==> config.mk <==
export PLATFORM = sky130hd
export DESIGN_NAME = rmii_rx_framer_flat
export DESIGN_NICKNAME = d
export VERILOG_FILES = /design/src/rtl/rmii_rx_framer_if.sv /design/src/rtl/rmii_rx_framer.sv /design/src/flat_wrapper.sv
export SDC_FILE = /design/constraint.sdc
export NUM_CORES = 1
export LEC_CHECK = 0
export ABC_AREA = 1
export BUFFER_PORTS_ARGS = -buffer_cell sky130_fd_sc_hd__clkbuf_2
export CAP_MARGIN = 40
export CORE_ASPECT_RATIO = 1.4
export CORE_UTILIZATION = 44
export DETAILED_ROUTE_END_ITERATION = 8
export PLACE_DENSITY = 0.71
export SLEW_MARGIN = 20
export SYNTH_ARGS = -nofsm -noshare
export SYNTH_HDL_FRONTEND = slang
export SYNTH_SLANG_ARGS = --single-unit
==> constraint.sdc <==
create_clock -name clk -period 1.4 [get_ports clk]
set_input_delay 0.07 -clock clk [delete_from_list [all_inputs] [get_ports clk]]
set_output_delay 0.07 -clock clk [all_outputs]
set_load 0.05 [all_outputs]
==> src/rtl/rmii_rx_framer_if.sv <==
// RMII receive pins plus the framed byte/status stream of the RX framer.
// master is the framer side; slave is the PHY-model/consumer side.
interface rmii_rx_framer_if;
  logic        crsdv;
  logic [1:0]  rxd;
  logic [7:0]  rx_data;
  logic        rx_valid;
  logic        rx_last;
  logic        frame_done;
  logic        crc_ok;
  logic        align_err;
  logic        len_err;
  logic [10:0] frame_len;

  modport master (
    input  crsdv, rxd,
    output rx_data, rx_valid, rx_last, frame_done, crc_ok, align_err, len_err, frame_len
  );

  modport slave (
    output crsdv, rxd,
    input  rx_data, rx_valid, rx_last, frame_done, crc_ok, align_err, len_err, frame_len
  );
endinterface

==> src/rtl/rmii_rx_framer.sv <==
// RMII receive framer: preamble/SFD detection, dibit-to-byte packing with a
// one-byte holdback so the final FCS byte can carry rx_last, and CRC-32 status.
module rmii_rx_framer #(
  parameter int MAX_LEN      = 1522,
  parameter int MIN_PREAMBLE = 8
) (
  input logic            clk,
  input logic            rstn,
  rmii_rx_framer_if.master bus
);

  typedef enum logic [2:0] {IDLE, PREAMBLE, DATA, FRAME_END, DROP} state_t;

  localparam logic [31:0] CRC_INIT    = 32'hFFFF_FFFF;
  localparam logic [31:0] CRC_RESIDUE = 32'hDEBB_20E3;
  localparam logic [31:0] CRC_POLY    = 32'hEDB8_8320;
  localparam logic [10:0] MAX_LEN_C   = 11'(MAX_LEN);
  localparam logic [3:0]  MIN_PRE_C   = 4'(MIN_PREAMBLE);

  // Reflected CRC-32, one byte per call, LSB of the byte first.
  function automatic logic [31:0] crc_byte(input logic [31:0] crc_in, input logic [7:0] d);
    logic [31:0] c;
    c = crc_in;
    for (int i = 0; i < 8; i++) begin
      c = (c[0] ^ d[i]) ? ((c >> 1) ^ CRC_POLY) : (c >> 1);
    end
    return c;
  endfunction

  state_t      state, state_d;
  logic        crsdv_q;
  logic [1:0]  rxd_q;
  logic [3:0]  pre_cnt, pre_cnt_d;
  logic [1:0]  dib_idx, dib_idx_d;
  logic [5:0]  shift, shift_d;
  logic [10:0] byte_cnt, byte_cnt_d;
  logic [31:0] crc, crc_d;
  logic [7:0]  held, held_d;
  logic        held_vld, held_vld_d;
  logic        align_pend, align_pend_d;
  logic        len_pend, len_pend_d;
  logic [7:0]  new_byte;

  logic [7:0]  data_r, data_d;
  logic        valid_r, valid_d;
  logic        last_r, last_d;
  logic        done_r, done_d;
  logic        crc_ok_r, crc_ok_d;
  logic        align_r, align_d;
  logic        len_r, len_d;
  logic [10:0] flen_r, flen_d;

  // Earlier dibits sit in shift[1:0], [3:2], [5:4]; the current one tops the byte.
  assign new_byte = {rxd_q, shift};

  always_comb begin
    // NOTE: every target gets a default first so no latch is inferred.
    state_d      = state;
    pre_cnt_d    = pre_cnt;
    dib_idx_d    = dib_idx;
    shift_d      = shift;
    byte_cnt_d   = byte_cnt;
    crc_d        = crc;
    held_d       = held;
    held_vld_d   = held_vld;
    align_pend_d = align_pend;
    len_pend_d   = len_pend;
    data_d       = data_r;
    valid_d      = 1'b0;
    last_d       = 1'b0;
    done_d       = 1'b0;
    crc_ok_d     = crc_ok_r;
    align_d      = align_r;
    len_d        = len_r;
    flen_d       = flen_r;

    unique case (state)
      IDLE: begin
        if (crsdv_q && rxd_q == 2'b01) begin
          state_d   = PREAMBLE;
          pre_cnt_d = 4'd1;
        end
      end

      PREAMBLE: begin
        if (!crsdv_q) begin
          state_d = IDLE;
        end else if (rxd_q == 2'b01) begin
          if (pre_cnt != 4'hF) pre_cnt_d = pre_cnt + 4'd1;
        end else if (rxd_q == 2'b11 && pre_cnt >= MIN_PRE_C) begin
          state_d      = DATA;
          dib_idx_d    = 2'd0;
          byte_cnt_d   = 11'd0;
          crc_d        = CRC_INIT;
          held_vld_d   = 1'b0;
          align_pend_d = 1'b0;
          len_pend_d   = 1'b0;
        end else begin
          state_d = IDLE;
        end
      end

      DATA: begin
        if (!crsdv_q) begin
          // Carrier gone: flush the held byte as the frame's last byte.
          if (held_vld) begin
            data_d  = held;
            valid_d = 1'b1;
            last_d  = 1'b1;
          end
          held_vld_d   = 1'b0;
          align_pend_d = (dib_idx != 2'd0);
          state_d      = FRAME_END;
        end else begin
          dib_idx_d = dib_idx + 2'd1;
          shift_d   = {rxd_q, shift[5:2]};
          if (dib_idx == 2'd3) begin
            if (byte_cnt == MAX_LEN_C) begin
              if (held_vld) begin
                data_d  = held;
                valid_d = 1'b1;
                last_d  = 1'b1;
              end
              held_vld_d = 1'b0;
              len_pend_d = 1'b1;
              state_d    = FRAME_END;
            end else begin
              byte_cnt_d = byte_cnt + 11'd1;
              crc_d      = crc_byte(crc, new_byte);
              if (held_vld) begin
                data_d  = held;
                valid_d = 1'b1;
              end
              held_d     = new_byte;
              held_vld_d = 1'b1;
            end
          end
        end
      end

      FRAME_END: begin
        done_d   = 1'b1;
        crc_ok_d = !align_pend && !len_pend && (crc == CRC_RESIDUE);
        align_d  = align_pend;
        len_d    = len_pend;
        flen_d   = byte_cnt;
        state_d  = len_pend ? DROP : IDLE;
      end

      DROP: begin
        if (!crsdv_q) state_d = IDLE;
      end

      default: state_d = IDLE;
    endcase
  end

  always_ff @(posedge clk or negedge rstn) begin
    if (!rstn) begin
      state <= IDLE;
    end else begin
      // NOTE: non-blocking assignments so every register updates together at the edge.
      state <= state_d;
    end
  end

  always_ff @(posedge clk or negedge rstn) begin
    if (!rstn) begin
      crsdv_q    <= 1'b0;
      rxd_q      <= 2'b00;
      pre_cnt    <= 4'd0;
      dib_idx    <= 2'd0;
      shift      <= 6'd0;
      byte_cnt   <= 11'd0;
      crc        <= CRC_INIT;
      held       <= 8'd0;
      held_vld   <= 1'b0;
      align_pend <= 1'b0;
      len_pend   <= 1'b0;
      data_r     <= 8'd0;
      valid_r    <= 1'b0;
      last_r     <= 1'b0;
      done_r     <= 1'b0;
      crc_ok_r   <= 1'b0;
      align_r    <= 1'b0;
      len_r      <= 1'b0;
      flen_r     <= 11'd0;
    end else begin
      crsdv_q    <= bus.crsdv;
      rxd_q      <= bus.rxd;
      pre_cnt    <= pre_cnt_d;
      dib_idx    <= dib_idx_d;
      shift      <= shift_d;
      byte_cnt   <= byte_cnt_d;
      crc        <= crc_d;
      held       <= held_d;
      held_vld   <= held_vld_d;
      align_pend <= align_pend_d;
      len_pend   <= len_pend_d;
      data_r     <= data_d;
      valid_r    <= valid_d;
      last_r     <= last_d;
      done_r     <= done_d;
      crc_ok_r   <= crc_ok_d;
      align_r    <= align_d;
      len_r      <= len_d;
      flen_r     <= flen_d;
    end
  end

  assign bus.rx_data    = data_r;
  assign bus.rx_valid   = valid_r;
  assign bus.rx_last    = last_r;
  assign bus.frame_done = done_r;
  assign bus.crc_ok     = crc_ok_r;
  assign bus.align_err  = align_r;
  assign bus.len_err    = len_r;
  assign bus.frame_len  = flen_r;

endmodule
==> src/flat_wrapper.sv <==
// flat-port wrapper written by rule: the top's interface ports become plain ports
module rmii_rx_framer_flat 
#(
  parameter int MAX_LEN      = 1522,
  parameter int MIN_PREAMBLE = 8
)
  (clk, rstn, bus_crsdv, bus_rxd, bus_rx_data, bus_rx_valid, bus_rx_last, bus_frame_done, bus_crc_ok, bus_align_err, bus_len_err, bus_frame_len);
  rmii_rx_framer_if bus_i ();
  input logic clk;
  input logic rstn;
  input wire logic [$bits(bus_i.crsdv)-1:0] bus_crsdv;
  input wire logic [$bits(bus_i.rxd)-1:0] bus_rxd;
  output wire logic [$bits(bus_i.rx_data)-1:0] bus_rx_data;
  output wire logic [$bits(bus_i.rx_valid)-1:0] bus_rx_valid;
  output wire logic [$bits(bus_i.rx_last)-1:0] bus_rx_last;
  output wire logic [$bits(bus_i.frame_done)-1:0] bus_frame_done;
  output wire logic [$bits(bus_i.crc_ok)-1:0] bus_crc_ok;
  output wire logic [$bits(bus_i.align_err)-1:0] bus_align_err;
  output wire logic [$bits(bus_i.len_err)-1:0] bus_len_err;
  output wire logic [$bits(bus_i.frame_len)-1:0] bus_frame_len;
  assign bus_i.crsdv = bus_crsdv;
  assign bus_i.rxd = bus_rxd;
  assign bus_rx_data = bus_i.rx_data;
  assign bus_rx_valid = bus_i.rx_valid;
  assign bus_rx_last = bus_i.rx_last;
  assign bus_frame_done = bus_i.frame_done;
  assign bus_crc_ok = bus_i.crc_ok;
  assign bus_align_err = bus_i.align_err;
  assign bus_len_err = bus_i.len_err;
  assign bus_frame_len = bus_i.frame_len;
  rmii_rx_framer #(.MAX_LEN(MAX_LEN), .MIN_PREAMBLE(MIN_PREAMBLE)) u_core (.clk(clk), .rstn(rstn), .bus(bus_i));
endmodule
Word level (Yosys, flattened, before mapping)

Index checks and enable logic that the tools add are counted.

Shift operators: 0
Bitwise operators: 17
$mul: 0
$lt $le $gt $ge: 1
Divide/modulo/power cells: 0
Muxes and demuxes: 67
Reduce and logical (&&, ||, !) cells: 20
Equality and inequality tests: 26
Add/subtract/negate cells: 3

Operators by type and width:

| cell                                                  | count |
|---|---|
| 2-to-1 mux 32 bit                                     | 14 |
| inverter 13 -> 14 bit                                 | 8 |
| 2-to-1 mux 11 bit                                     | 6 |
| case mux 32 bit (2 select lines)                      | 1 |
| == test 32 bit, second input constant                 | 1 |
| AND reduction 5 bit                                   | 5 |
| 2-to-1 mux 3 bit                                      | 8 |
| 2-to-1 mux 8 bit                                      | 3 |
| case mux 11 bit (2 select lines)                      | 1 |
| 2-to-1 mux 1 bit                                      | 19 |
| 2-to-1 mux 4 bit                                      | 4 |
| inequality test 2 x 1 -> 1 bit, second input constant | 8 |
| case mux 3 bit (5 select lines)                       | 1 |
| AND reduction 7 bit                                   | 2 |
| adder 11 x 1 -> 11 bit, second input constant         | 1 |
| == test 11 bit, second input constant                 | 1 |
| 2-to-1 mux 2 bit                                      | 5 |
| inequality test 2 bit, second input constant          | 5 |
| inequality test 3 bit, second input constant          | 3 |
| case mux 4 bit (2 select lines)                       | 1 |
| bitwise XOR 1 bit                                     | 8 |
| == test 3 x 2 -> 1 bit, second input constant         | 2 |
| case mux 1 bit (2 select lines)                       | 3 |
| nonzero test 2 bit                                    | 3 |
| other kinds (15)                                      | 21 |

RAM bits: 0
Flip-flop bits (word level): 97
Memories kept: 0
Input port bits: 5
Bits in read-only memories: 0
Bits in latches: 0

Depth between registers and ports, before layout

Gate-level depths: netlist of run 1.

Depth after elaboration: 20
Gate-level depth with buffers: 14

Worst setup path before layout of run 1

Ideal clock, no wire load.

Path kind: flip-flop to flip-flop
Start: reg u_core.crc[3]
End: reg u_core.crc[17]
Clock period less this slack: 1.586 ns
Path buffers: 0
Arrival: 1.514 ns
Slack: -0.186 ns
Stages on the path, launching flop included: 13
Cells stage by stage: dfstp_2 inv_1 nand2_1 nand2_2 inv_1 nand2_1 nand2_2 xor2_2 inv_1 nand2_1 nand3_1 nand2_1 inv_1

Longest elaborated chain between the ends: 15

Ends and longest elaborated chain:

| element                              | line                  | text |
|---|---|---|
| start, declared                      | rmii_rx_framer.sv:37  | `logic [31:0] crc, crc_d;` |
| start signal, assigned               | rmii_rx_framer.sv:195 | `crc <= crc_d;` |
| 2-to-1 mux 32 bit (*) (3 in series)  | rmii_rx_framer.sv:25  | `c = (c[0] ^ d[i]) ? ((c >> 1) ^ CRC_POLY) : (c >> 1);` |
| bitwise XOR 1 bit (*)                | rmii_rx_framer.sv:25  |  |
| 2-to-1 mux 32 bit (*)                | rmii_rx_framer.sv:25  |  |
| inverter 13 -> 14 bit (no line)      | --                    |  |
| 2-to-1 mux 32 bit (*)                | rmii_rx_framer.sv:25  |  |
| inverter 13 -> 14 bit (no line)      | --                    |  |
| 2-to-1 mux 32 bit (*) (3 in series)  | rmii_rx_framer.sv:25  |  |
| 2-to-1 mux 32 bit (*)                | rmii_rx_framer.sv:118 | `if (byte_cnt == MAX_LEN_C) begin` |
| 2-to-1 mux 32 bit (*)                | rmii_rx_framer.sv:117 | `if (dib_idx == 2'd3) begin` |
| 2-to-1 mux 32 bit (*)                | rmii_rx_framer.sv:104 | `if (!crsdv_q) begin` |
| case mux 32 bit (2 select lines) (*) | rmii_rx_framer.sv:77  | `unique case (state)` |

Every way passes the cells marked *; elsewhere a longest branch is shown, timed or not. The select of a mux whose other input is x is not followed.
A chain may end at the register's enable or synchronous reset.

Final worst setup path of run 1

Start: reg u_core.crc[1]
End: reg u_core.crc[14]

Longest elaborated chain between the ends: 15

Ends and longest elaborated chain:

| element                              | line |
|---|---|
| 2-to-1 mux 32 bit (*)                | rmii_rx_framer.sv:25 |
| bitwise XOR 1 bit (*)                | rmii_rx_framer.sv:25 |
| 2-to-1 mux 32 bit (*)                | rmii_rx_framer.sv:25 |
| inverter 13 -> 14 bit (no line)      | -- |
| 2-to-1 mux 32 bit (*) (4 in series)  | rmii_rx_framer.sv:25 |
| inverter 13 -> 14 bit (no line)      | -- |
| 2-to-1 mux 32 bit (*) (2 in series)  | rmii_rx_framer.sv:25 |
| 2-to-1 mux 32 bit (*)                | rmii_rx_framer.sv:118 |
| 2-to-1 mux 32 bit (*)                | rmii_rx_framer.sv:117 |
| 2-to-1 mux 32 bit (*)                | rmii_rx_framer.sv:104 |
| case mux 32 bit (2 select lines) (*) | rmii_rx_framer.sv:77 |

Marked as above.

==> results.cfg, run 1 <==
[clock_tree]
clock_path_buffers = 2
cts_buffers = 9
worstSkewPairLatency_ns = 0.35
clk_pin_slew_worst_paths_ns = 0.07
cts_root_buf = clkbuf_16
htree_levels = 3
cts_tree = done
clock-sinks = 97

[placed_design]
dp_cells = 959
placed_cell_area_um2 = 6660
port_buffers = 29
dp_hpwl_um = 11100
place.gp.congestion = 0.961

[timing]
skew_ns = 0.00981
rsz0062_at_grt = yes
worstMarginPinSlew_ns = 0.438
timing.final.ws_setup_ns = -0.388
finalMaxSlewViolations = 0
fin_crit_ns = 1.79
setup-violations-final = 66
max-slew-margin-rel_pct = 70.6
period_share_pct = 128
max_freq_mhz = 559
hold_viol_final = 0

[finish]
multi_input_area_um2 = 3260
fillerInstances = 768
final_cells = 1024
num_antenna_cells = 0
design_area_um2 = 8360
final_layout_size_suffix_gt1_share_pct = 50.4
area_delta_synth_final_pct = 56.4
final_nets = 883
register_area_um2 = 2470

[global_route]
antenna_found_initial = 0
overflow = 0
grt_use_total_pct = 29.1
grt_pass1_wl_um = 28000
grt_pass1_vias = 5654
grt_max_degree = 50

[run]
cap_viol_max_count = 0

[yosys]
synth_cells = 686
syn_area_um2 = 5350
synth_top_flop_cell = dfrtp_1
synthXorXnorAreaFrac_pct = 7.49
synthMuxAreaShare_pct = 0
ys_ff_latch = 97
synth_fa_ha_area_share_pct = 1.40
synth_edf_count = 0
synth_nets = 697
synth_seq_area_share_pct = 46.1
synthArstFlopShare_pct = 100
synth_top_family_by_area = simple AND/OR/NAND/NOR gates
netlist-cell-type-count = 38
yosys.area_share.simple_pct = 27.2
yosys_warnings = 0
synth-compound-area-share_pct = 9.20
syn_area_per_cell_um2 = 7.80

[setup_path]
end_kind = flop
critPathArrivalTime_ns = 2.06
setup.worst_path.class = reg2reg
required_ns = 1.67
worstPathMaxFanout = 7
startpoint_type = flop

[die]
dieWidth_um = 95.2
io_pins = 30
rows = 47
coreArea_um2 = 11800
die_area_um2 = 12600
start_util_pct = 45.2
die_y_um = 132

[drt]
vias_per_cell = 5.49
wirelength_um = 18900
vias = 5619
wl_per_cell_um = 18.4
first_pass_iters = 5
drcViolationCount = 0
drt_iter0_drc = 287
drtAntennaViolNets = 0

[power_and_ir_drop]
power_density_nw_per_um2 = 1440
p_leak_nw = 3.98
p_total_mw = 12.1
ir_drop_uv = 1050

[status]
outcome = finished, violations left
failed_checks = setup timing

[hold_path]
min_path_type = in2async
cell usage in the layout, fill, tap and decap left out, types with 5 or more instances in the layout:
cell	count
inv_2	20
inv_4	5
inv_1	73
buf_8	5
xor2_2	5
nand3_1	37
dfrtp_1	61
nand4_1	9
xnor2_2	5
nand2_2	56
buf_4	114
clkbuf_16	11
nand2_4	26
nand2_1	139
clkbuf_2	28
buf_12	9
o21ai_2	17
nor2_2	6
o21ai_0	15
buf_6	22
o22ai_2	5
nand3_2	18
o21ai_1	23
nor3_1	8
nor2_1	15
xor2_1	29
nor2_4	10
dfstp_2	32
a22oi_2	7
worst max-delay path, stage by stage, from the launching register on:
cell	delay (ns)
dfstp_2	0.58
inv_2	0.06
nand2_2	0.07
nand2_4	0.07
buf_12	0.15
xnor2_4	0.26
nand2_1	0.12
nand3_1	0.09
nand3_1	0.08
o21ai_1	0.10
inv_1	0.10
kinds of logic after synthesis:
| logic type | after synthesis |
|---|---|
| AOI/OAI and AO/OA | 86 |
| xor gates and xnor gates | 44 |
| adders and majority gates | 6 |
| buffers and inverters | 115 |
| DFF | 97 |
| and+or+nand+nor | 338 |
sequential cells by signal (all words and copies together), names as in the netlist, 2 cells and up:
name                  count
u_core.crc               32
u_core.bus.frame_len     11
u_core.byte_cnt          11
u_core.bus.rx_data        8
u_core.held               8
u_core.shift              6
u_core.pre_cnt            4
u_core.state              3
u_core.dib_idx            2
u_core.rxd_q              2
routing by layer:
metal | vias to the layer above | track usage (%) | share of wire, %
li1 | 2553 | - | -
met1 | 2738 | 32.6 | 36
met2 | 229 | 51.5 | 53
met3 | 99 | 3.97 | 4.1
met4 | 0 | 16.2 | 6.8
met5 | - | 0 | 0
power by group:
part	leakage [nW]	switching [mW]	internal (mW)
Sequential	1.22	0.373	3.31
Combinational	2.60	3.17	2.34
Clock	0.169	1.13	1.76
Total	3.98	4.67	7.41
synth_stat cells (2+ instances only):
cell        n  area (µm²)
a22oi_1     7        52.6
o21ai_0    45         225
nor3_1     10        50.1
nand2_1   213         800
nand4_1     9        56.3
nand3_1    57         285
xnor2_1     9        78.8
o21a_1      2        15.0
nor3_2      2        20.0
o21ai_1     9        45.0
nor4_1      3        18.8
nand2_2     8        50.1
dfrtp_1    65        1630
inv_2       3        11.3
or2_2       2        12.5
dfstp_2    32         841
nor2_2      3        18.8
nor2_1     27         101
buf_2       8        40.0
xor2_1     33         289
ha_1        6        75.1
o31ai_1     4        30.0
clkbuf_1    4        15.0
inv_1      96         360
o22ai_1     7        43.8
buf_4       4        30.0
a21oi_1     7        35.0
final cells by class:
class | count | share of cell area, %
inverters | 99 | 4.64
repair buffers | 189 | 20.4
flip-flops and latches | 97 | 29.6
repair inverters | 2 | 0.180
multi-input cells | 474 | 38.9
clock inverters | 6 | 1.38
clock buffers | 10 | 2.74
well taps | 147 | 2.20
final timing paths:
check | from | depth (start not counted) | endpoint | slack (ns)
worst max-delay path | u_core.crc[1]$_DFFE_PN1P_ | 10 | u_core.crc[14]$_DFFE_PN1P_ | -0.39
worst min-delay path | rstn | 2 | u_core.shift[1]$_DFFE_PN0P_ | 0.11
worst max register to register | u_core.crc[1]$_DFFE_PN1P_ | 10 | u_core.crc[14]$_DFFE_PN1P_ | -0.39
worst min register to register | u_core.bus.rx_data[4]$_DFFE_PN0P_ | 2 | u_core.bus.rx_data[4]$_DFFE_PN0P_ | 0.49
max in group asynchronous | rstn | 3 | u_core.crc[6]$_DFFE_PN1P_ | 0.69
min in group clk | bus_crsdv | 2 | u_core.crsdv_q$_DFF_PN0_ | 0.36
stage by stage:
stage,TNS [ns],hold WS [ns],setup WS (ns),util [%]
5_1_grt,-22.72,0.141,-0.533,70.8
6_report,-17.56,0.113,-0.388,70.8
2_1_floorplan,-2.85,-0.226,-0.118,-
3_3_place_gp,-9.93,-0.0726,-0.250,56.3
3_5_place_dp,-12.94,-0.0690,-0.330,56.3
4_1_cts,-12.52,0.122,-0.275,67.1
timing repair:
item,in CTS,in global routing
setup buffers,29,17
pin swaps,49,46
gates resized for setup,162,105
gates cloned,7,3
hold buffers,4,0
hold endpoints to repair,74,0
setup endpoints to repair,79,87
Power figures use the tool's default switching activity.
==> run 2: changes to the inputs <==
--- a/config.mk
+++ b/config.mk
@@ -10,6 +10,7 @@
 export CAP_MARGIN = 40
 export CORE_ASPECT_RATIO = 1.4
 export CORE_UTILIZATION = 44
+export CTS_BUF_LIST = sky130_fd_sc_hd__clkbuf_4 sky130_fd_sc_hd__clkbuf_8
 export DETAILED_ROUTE_END_ITERATION = 8
 export PLACE_DENSITY = 0.71
 export SLEW_MARGIN = 20
==> run 2 against run 1 <==
The flow still finishes with violations (setup timing); via count down 4.3%; non-clock buffer count fell by 7; clock-buffer cell count unchanged; sequential share of layout area up 1.1 points; critical endpoint is now u_core.crc[21]$_DFFE_PN1P_; critical path type unchanged; hold slack lost 0.032 ns; largest cell class unchanged; total power shrank 7.1%; register-to-register slack better by 0.06 ns; wire length shrank 7.6%; final cell count shrank 0.68%; clock skew rose by 0.0094 ns; highest routed layer unchanged; global-route usage is 1.1 points lower; cell area is 3.5% lower.
==> results.cfg, run 2 (same netlist as run 1, synthesis figures left out) <==
[drt]
first_pass_iters = 4
wirelength_um = 17500
drt_iter0_drc = 258
drcViolationCount = 0
vias = 5378
vias_per_cell = 5.29
wl_per_cell_um = 17.2
drtAntennaViolNets = 0

[finish]
final_cell_mix = nand2_1, buf_4, inv_1
num_antenna_cells = 0
final_layout_size_suffix_gt1_share_pct = 46.4
largest_reg_flops = 32
design_area_um2 = 8070
mostFrequentLayoutCell = nand2_1
area_delta_synth_final_pct = 51.0
regMostFlops = u_core.crc
final_nets = 876

[global_route]
grt_max_degree = 50
grt_pass1_vias = 5488
grt_use_total_pct = 28.0
overflow = 0
grt_pass1_wl_um = 27100
antenna_found_initial = 0

[clock_tree]
worstSkewPairLatency_ns = 0.39
htree_levels = 3
cts_root_buf = clkbuf_8
clock_path_buffers = 2
clock-sinks = 97
cts_tree = done
clk_pin_slew_worst_paths_ns = 0.10
cts_buffers = 9

[placed_design]
dp_slack_ns = -0.330
dp_hpwl_um = 11100
port_buffers = 29
placed_cell_area_um2 = 6660
place.gp.congestion = 0.961

[power_and_ir_drop]
p_int_mw = 6.76
p_leak_nw = 3.79
power_frac_seq_pct = 32.6
swShare_pct = 39.8
p_clk_share_pct = 20.4
p_sw_mw = 4.46
power_density_nw_per_um2 = 1390
ir_drop_uv = 665
combPwrFrac_pct = 47.0

[hold_path]
min_path_type = in2async

[setup_path]
startpoint_type = flop
crit_path_top_delay_cell = dfrtp_2
worstPathMaxFanout = 5
end_kind = flop
max_stage_delay_ns = 0.46
crit_top_cell = nand2_2
required_ns = 1.72
setup.worst_path.class = reg2reg
critPathArrivalTime_ns = 2.05
path_cells = nor3_4 -> nand3_2 -> o21ai_2 -> nand2_2 -> nor2_4 -> buf_12 -> buf_8 -> nand2_2 -> o21ai_1

[timing]
fin_crit_ns = 1.73
skew_ns = 0.0192
timing.final.ws_setup_ns = -0.325
hold_viol_final = 0
setup_tns_ns = -15.46
rsz0062_at_grt = yes
max_freq_mhz = 580
setup-violations-final = 65
period_share_pct = 123
finalMaxSlewViolations = 0
whs_ns = 0.0813
max-slew-margin-rel_pct = 76.2
worstMarginPinSlew_ns = 0.354

[status]
failed_checks = setup timing
outcome = finished, violations left

[die]
dieWidth_um = 95.2
io_pins = 30
start_util_pct = 45.2
rows = 47
coreArea_um2 = 11800
die_y_um = 132
die_area_um2 = 12600

[run]
cap_viol_max_count = 0
## run 2: cell count changes in the layout (fill, tap and decap cells not counted), moves of 5 or more
cell | before | now
buf_6 | 22 | 15
clkbuf_16 | 11 | 1
clkbuf_8 | 0 | 9
inv_1 | 73 | 78
nand2_1 | 139 | 167
nand2_2 | 56 | 39
nand2_4 | 26 | 15
nand3_1 | 37 | 32
o21ai_0 | 15 | 22
o21ai_1 | 23 | 17
## run 2: path summary, 6_finish.rpt
kind                                                      startpoint                              endpoint  slack [ns]  depth (start not counted)
worst max-delay path                     u_core.state[2]$_DFFE_PN0P_            u_core.crc[21]$_DFFE_PN1P_       -0.33                          9
worst min-delay path                                            rstn           u_core.shift[1]$_DFFE_PN0P_        0.08                          2
worst max register to register           u_core.state[2]$_DFFE_PN0P_            u_core.crc[21]$_DFFE_PN1P_       -0.33                          9
worst min register to register  u_core.bus.frame_len[10]$_DFFE_PN0P_  u_core.bus.frame_len[10]$_DFFE_PN0P_        0.49                          2
max in group asynchronous                                       rstn            u_core.crc[13]$_DFFE_PN1P_        0.73                          3
min in group clk                                           bus_crsdv              u_core.crsdv_q$_DFF_PN0_        0.32                          2
## run 2: metrics by stage
stage | util (%) | cells | power, mW
global placement | 56.3 | 959 | 7.88
CTS | 65.4 | 1011 | 10.6
floorplan | - | 686 | 6.28
global route | 68.3 | 1017 | 11.8
detailed placement | 56.3 | 959 | 7.99
finish | 68.3 | 1017 | 11.2
## run 2: final cells by class
class,count,area [µm²]
Inverter,99,383
Timing Repair Buffer,182,1630
Multi-Input combinational cell,474,3140
Tap cell,147,184
Fill cell,847,3750
Sequential cell,97,2470
Clock buffer,10,131
Timing Repair inverter,2,15.0
Clock inverter,6,115
## run 2: power by group through the flow
stage,Clock (mW),Combinational [mW],Sequential (mW)
2_1_floorplan,0,2.68,3.60
3_3_place_gp,0,4.24,3.64
3_5_place_dp,0,4.33,3.66
4_1_cts,2.32,4.71,3.62
5_1_grt,2.43,5.72,3.70
6_report,2.29,5.27,3.66
## run 2: what timing repair did
item,in CTS,in global routing
endpoints found under the hold margin,74,0
hold buffers,4,0
gates resized for setup,125,79
setup buffers,27,8
endpoints found under the setup margin,80,89
pin swaps,39,31
gates cloned,8,2
## run 2: critical path: cells and delay by family, from the launching register on
kind	cells	cell delay [ns]
and+or+nand+nor	5	0.72
AOI/OAI and AO/OA	2	0.21
DFF	1	0.46
buffers and inverters	2	0.28
## run 2: layer usage
layer	track usage, %	share of wire, %	vias to the layer above
met4	15.2	6.0	0
met5	0	0	-
met3	4.54	4.4	69
li1	-	-	2532
met2	49.5	54	173
met1	31.2	36	2604
==> run 3: changes to the inputs <==
--- a/config.mk
+++ b/config.mk
@@ -5,7 +5,6 @@
 export SDC_FILE = /design/constraint.sdc
 export NUM_CORES = 1
 export LEC_CHECK = 0
-export ABC_AREA = 1
 export BUFFER_PORTS_ARGS = -buffer_cell sky130_fd_sc_hd__clkbuf_2
 export CAP_MARGIN = 40
 export CORE_ASPECT_RATIO = 1.4
==> run 3 against run 2 <==
The flow still finishes with violations (setup timing); first-iteration DRC count is 6.6% lower; sequential share of layout area is 1.6 points higher; global-route usage is 2.0 points lower; clock-buffer cell count stayed put; utilization is 1.9 points higher; total power is 52% lower; clock skew is 0.0061 ns lower; worst setup slack worse by 0.14 ns; register-to-register slack worse by 0.14 ns; clock power is 8.7% lower; flip-flop and latch count stayed put; critical path type unchanged; critical endpoint is now u_core.crc[5]$_DFFE_PN1P_.
==> results.cfg, run 3 <==
[timing]
fin_crit_ns = 1.86
setup_tns_ns = -26.87
setup-violations-final = 75
period_share_pct = 133
skew_ns = 0.0131
finalMaxSlewViolations = 0
rsz0062_at_grt = yes
hold_viol_final = 0
max_freq_mhz = 537
whs_ns = 0.146
timing.final.ws_setup_ns = -0.463
max-slew-margin-rel_pct = 73.0
worstMarginPinSlew_ns = 0.405

[hold_path]
min_path_type = in2async

[clock_tree]
cts_buffers = 9
clock_path_buffers = 2
htree_levels = 3
clock-sinks = 97
worstSkewPairLatency_ns = 0.37
cts_root_buf = clkbuf_8
clk_pin_slew_worst_paths_ns = 0.10
cts_tree = done

[setup_path]
end_kind = flop
reg2reg_slack_ns = -0.46
r2r_end = u_core.crc[5]$_DFFE_PN1P_
r2r_cells = 6
crit_path_top_delay_cell = xor3_4
setup.worst_path.class = reg2reg
path_cells = buf_6 -> xnor2_4 -> buf_12 -> xor2_4 -> xor3_4 -> a2bb2oi_2
crit_cells = 6
crit_family = XOR/XNOR gates
worstPathMaxFanout = 4
path_buf_inv = 2
startpoint_type = flop
timing.rr.start = u_core.rxd_q[1]$_DFF_PN0_
critPathArrivalTime_ns = 2.16
required_ns = 1.70
max_stage_delay_ns = 0.44

[placed_design]
port_buffers = 29
placed_cell_area_um2 = 6510
dp_hpwl_um = 9180
dp_cells = 676
place.gp.congestion = 0.856

[power_and_ir_drop]
ir_drop_uv = 536
swShare_pct = 24.0
p_leak_nw = 3.63
combPwrFrac_pct = 7.8
p_clk_share_pct = 39.0
power_frac_seq_pct = 53.1
power_density_nw_per_um2 = 699
p_sw_mw = 1.29
p_int_mw = 4.07

[drt]
wirelength_um = 15700
first_pass_iters = 7
drtAntennaViolNets = 0
wl_per_cell_um = 21.3
drcViolationCount = 0
vias = 4159
vias_per_cell = 5.65
drt_iter0_drc = 241

[yosys]
syn_area_per_cell_um2 = 12.3
netlist-cell-type-count = 52
synth_top_area_share_pct = 32.6
synth_common_cells = dfrtp_1, nand2_1, dfstp_2, mux2_2, a2bb2oi_1
synth_edf_count = 0
synth_seq_area_share_pct = 49.5
synth.most_common_cell = dfrtp_1
syn_area_um2 = 4980
synth_area_leader_cell = dfrtp_1
ys_ff_latch = 97
synth_cells = 405
synthArstFlopShare_pct = 100
yosys_warnings = 0
synth_top_flop_cell = dfrtp_1
synth.area.top_cells = dfrtp_1, dfstp_2, xnor3_1, mux2_2, nand2_1
synth_nets = 416

[finish]
regMostFlops = u_core.crc
final_nets = 601
final_layout_size_suffix_gt1_share_pct = 60.3
final_cells = 736
design_area_um2 = 7670
utilization_pct = 70.2
mostFrequentLayoutCell = buf_4
largest_reg_flops = 32
num_antenna_cells = 0
area_delta_synth_final_pct = 53.9
final_cell_mix = buf_4, dfrtp_1, nand2_1

[global_route]
overflow = 0
grt_max_degree = 42
grt_use_total_pct = 26.0
antenna_found_initial = 0
grt_pass1_wl_um = 23100
grt_pass1_vias = 4387

[die]
die_y_um = 128
rows = 45
coreArea_um2 = 10900
io_pins = 30
start_util_pct = 45.6
die_area_um2 = 11800
dieWidth_um = 91.9

[status]
outcome = finished, violations left
failed_checks = setup timing

[run]
cap_viol_max_count = 0
## run 3: changes by cell type after synthesis, moves of 17 or more
cell,previous run,this run
a2bb2oi_1,0,21
inv_1,96,9
mux2_2,0,22
nand2_1,213,51
nand3_1,57,11
nor2_1,27,6
o21ai_0,45,19
xnor3_1,0,17
xor2_1,33,10
## run 3: metrics by stage
step,setup slack [ns],total power [mW]
final,-0.463,5.36
after global routing,-0.495,5.54
after CTS,-0.434,5.32
after detailed placement,-0.508,3.24
after global placement,-0.468,3.23
after floorplan,-0.330,3.06
## run 3: cell type report
cell class / instances / area [µm²]
clock buffers: 10 / 131
clock inverters: 6 / 90.1
fillers: 679 / 3260
inverters: 9 / 37.5
multi-input cells: 285 / 3120
flip-flops and latches: 97 / 2470
well taps: 141 / 176
repair buffers: 187 / 1630
repair inverters: 1 / 7.51
## run 3: metal layers
layer / vias to the layer above / track usage, % / wire (µm) / share of wire [%]
met5: - / 0 / 0 / 0
met4: 0 / 15.2 / 775 / 4.9
met3: 61 / 4.63 / 643 / 4.1
met2: 160 / 45.7 / 8500 / 54
met1: 2112 / 29.4 / 5790 / 37
li1: 1826 / - / - / -
## run 3: how the worst max path moves through the flow
| stage | start | endpoint | slack [ns] |
|---|---|---|---|
| after floorplan | u_core.byte_cnt[2]$_DFFE_PN0P_ | u_core.crc[31]$_DFFE_PN1P_ | -0.33 |
| after global placement | u_core.shift[0]$_DFFE_PN0P_ | u_core.crc[17]$_DFFE_PN1P_ | -0.47 |
| after detailed placement | u_core.state[1]$_DFFE_PN0P_ | u_core.byte_cnt[10]$_DFFE_PN0P_ | -0.51 |
| after CTS | u_core.state[0]$_DFFE_PN0P_ | u_core.crc[18]$_DFFE_PN1P_ | -0.43 |
| after global routing | u_core.byte_cnt[0]$_DFFE_PN0P_ | u_core.crc[18]$_DFFE_PN1P_ | -0.50 |
| final | u_core.rxd_q[1]$_DFF_PN0_ | u_core.crc[5]$_DFFE_PN1P_ | -0.46 |
## run 3: logic make-up (layout without fill, tap and decap cells)
logic type	count (synthesis)	in the layout	synth area share, %
buffers and inverters	25	213	2.01
AND/OR/NAND/NOR	116	118	12.4
AO/OA/AOI/OAI	78	78	10.7
flip-flops	97	97	49.5
adder cells (fa/ha/maj)	6	6	1.51
XOR/XNOR	61	61	18.9
multiplexers	22	22	4.97
## run 3: power groups by stage
stage          sequential [mW]  clock [mW]  combinational (mW)
6_report                  2.85        2.09               0.421
5_1_grt                   2.85        2.23               0.455
4_1_cts                   2.85        2.10               0.379
3_5_place_dp              2.90           0               0.341
3_3_place_gp              2.89           0               0.333
2_1_floorplan             2.90           0               0.154
## run 3: worst reg2reg max path, stage by stage, from the launching register on
cell and delay (ns):
dfrtp_1 0.41, buf_6 0.14, xnor2_4 0.26, buf_12 0.16, xor2_4 0.22, xor3_4 0.44, a2bb2oi_2 0.16
## run 3: timing repair
| action | CTS | global route |
|---|---|---|
| gates resized for setup | 55 | 61 |
| pin swaps | 25 | 32 |
| gates cloned | 3 | 3 |
| hold buffers | 4 | 0 |
| hold endpoints to repair | 84 | 0 |
| endpoints found under the setup margin | 91 | 91 |
| buffers inserted | 26 | 12 |
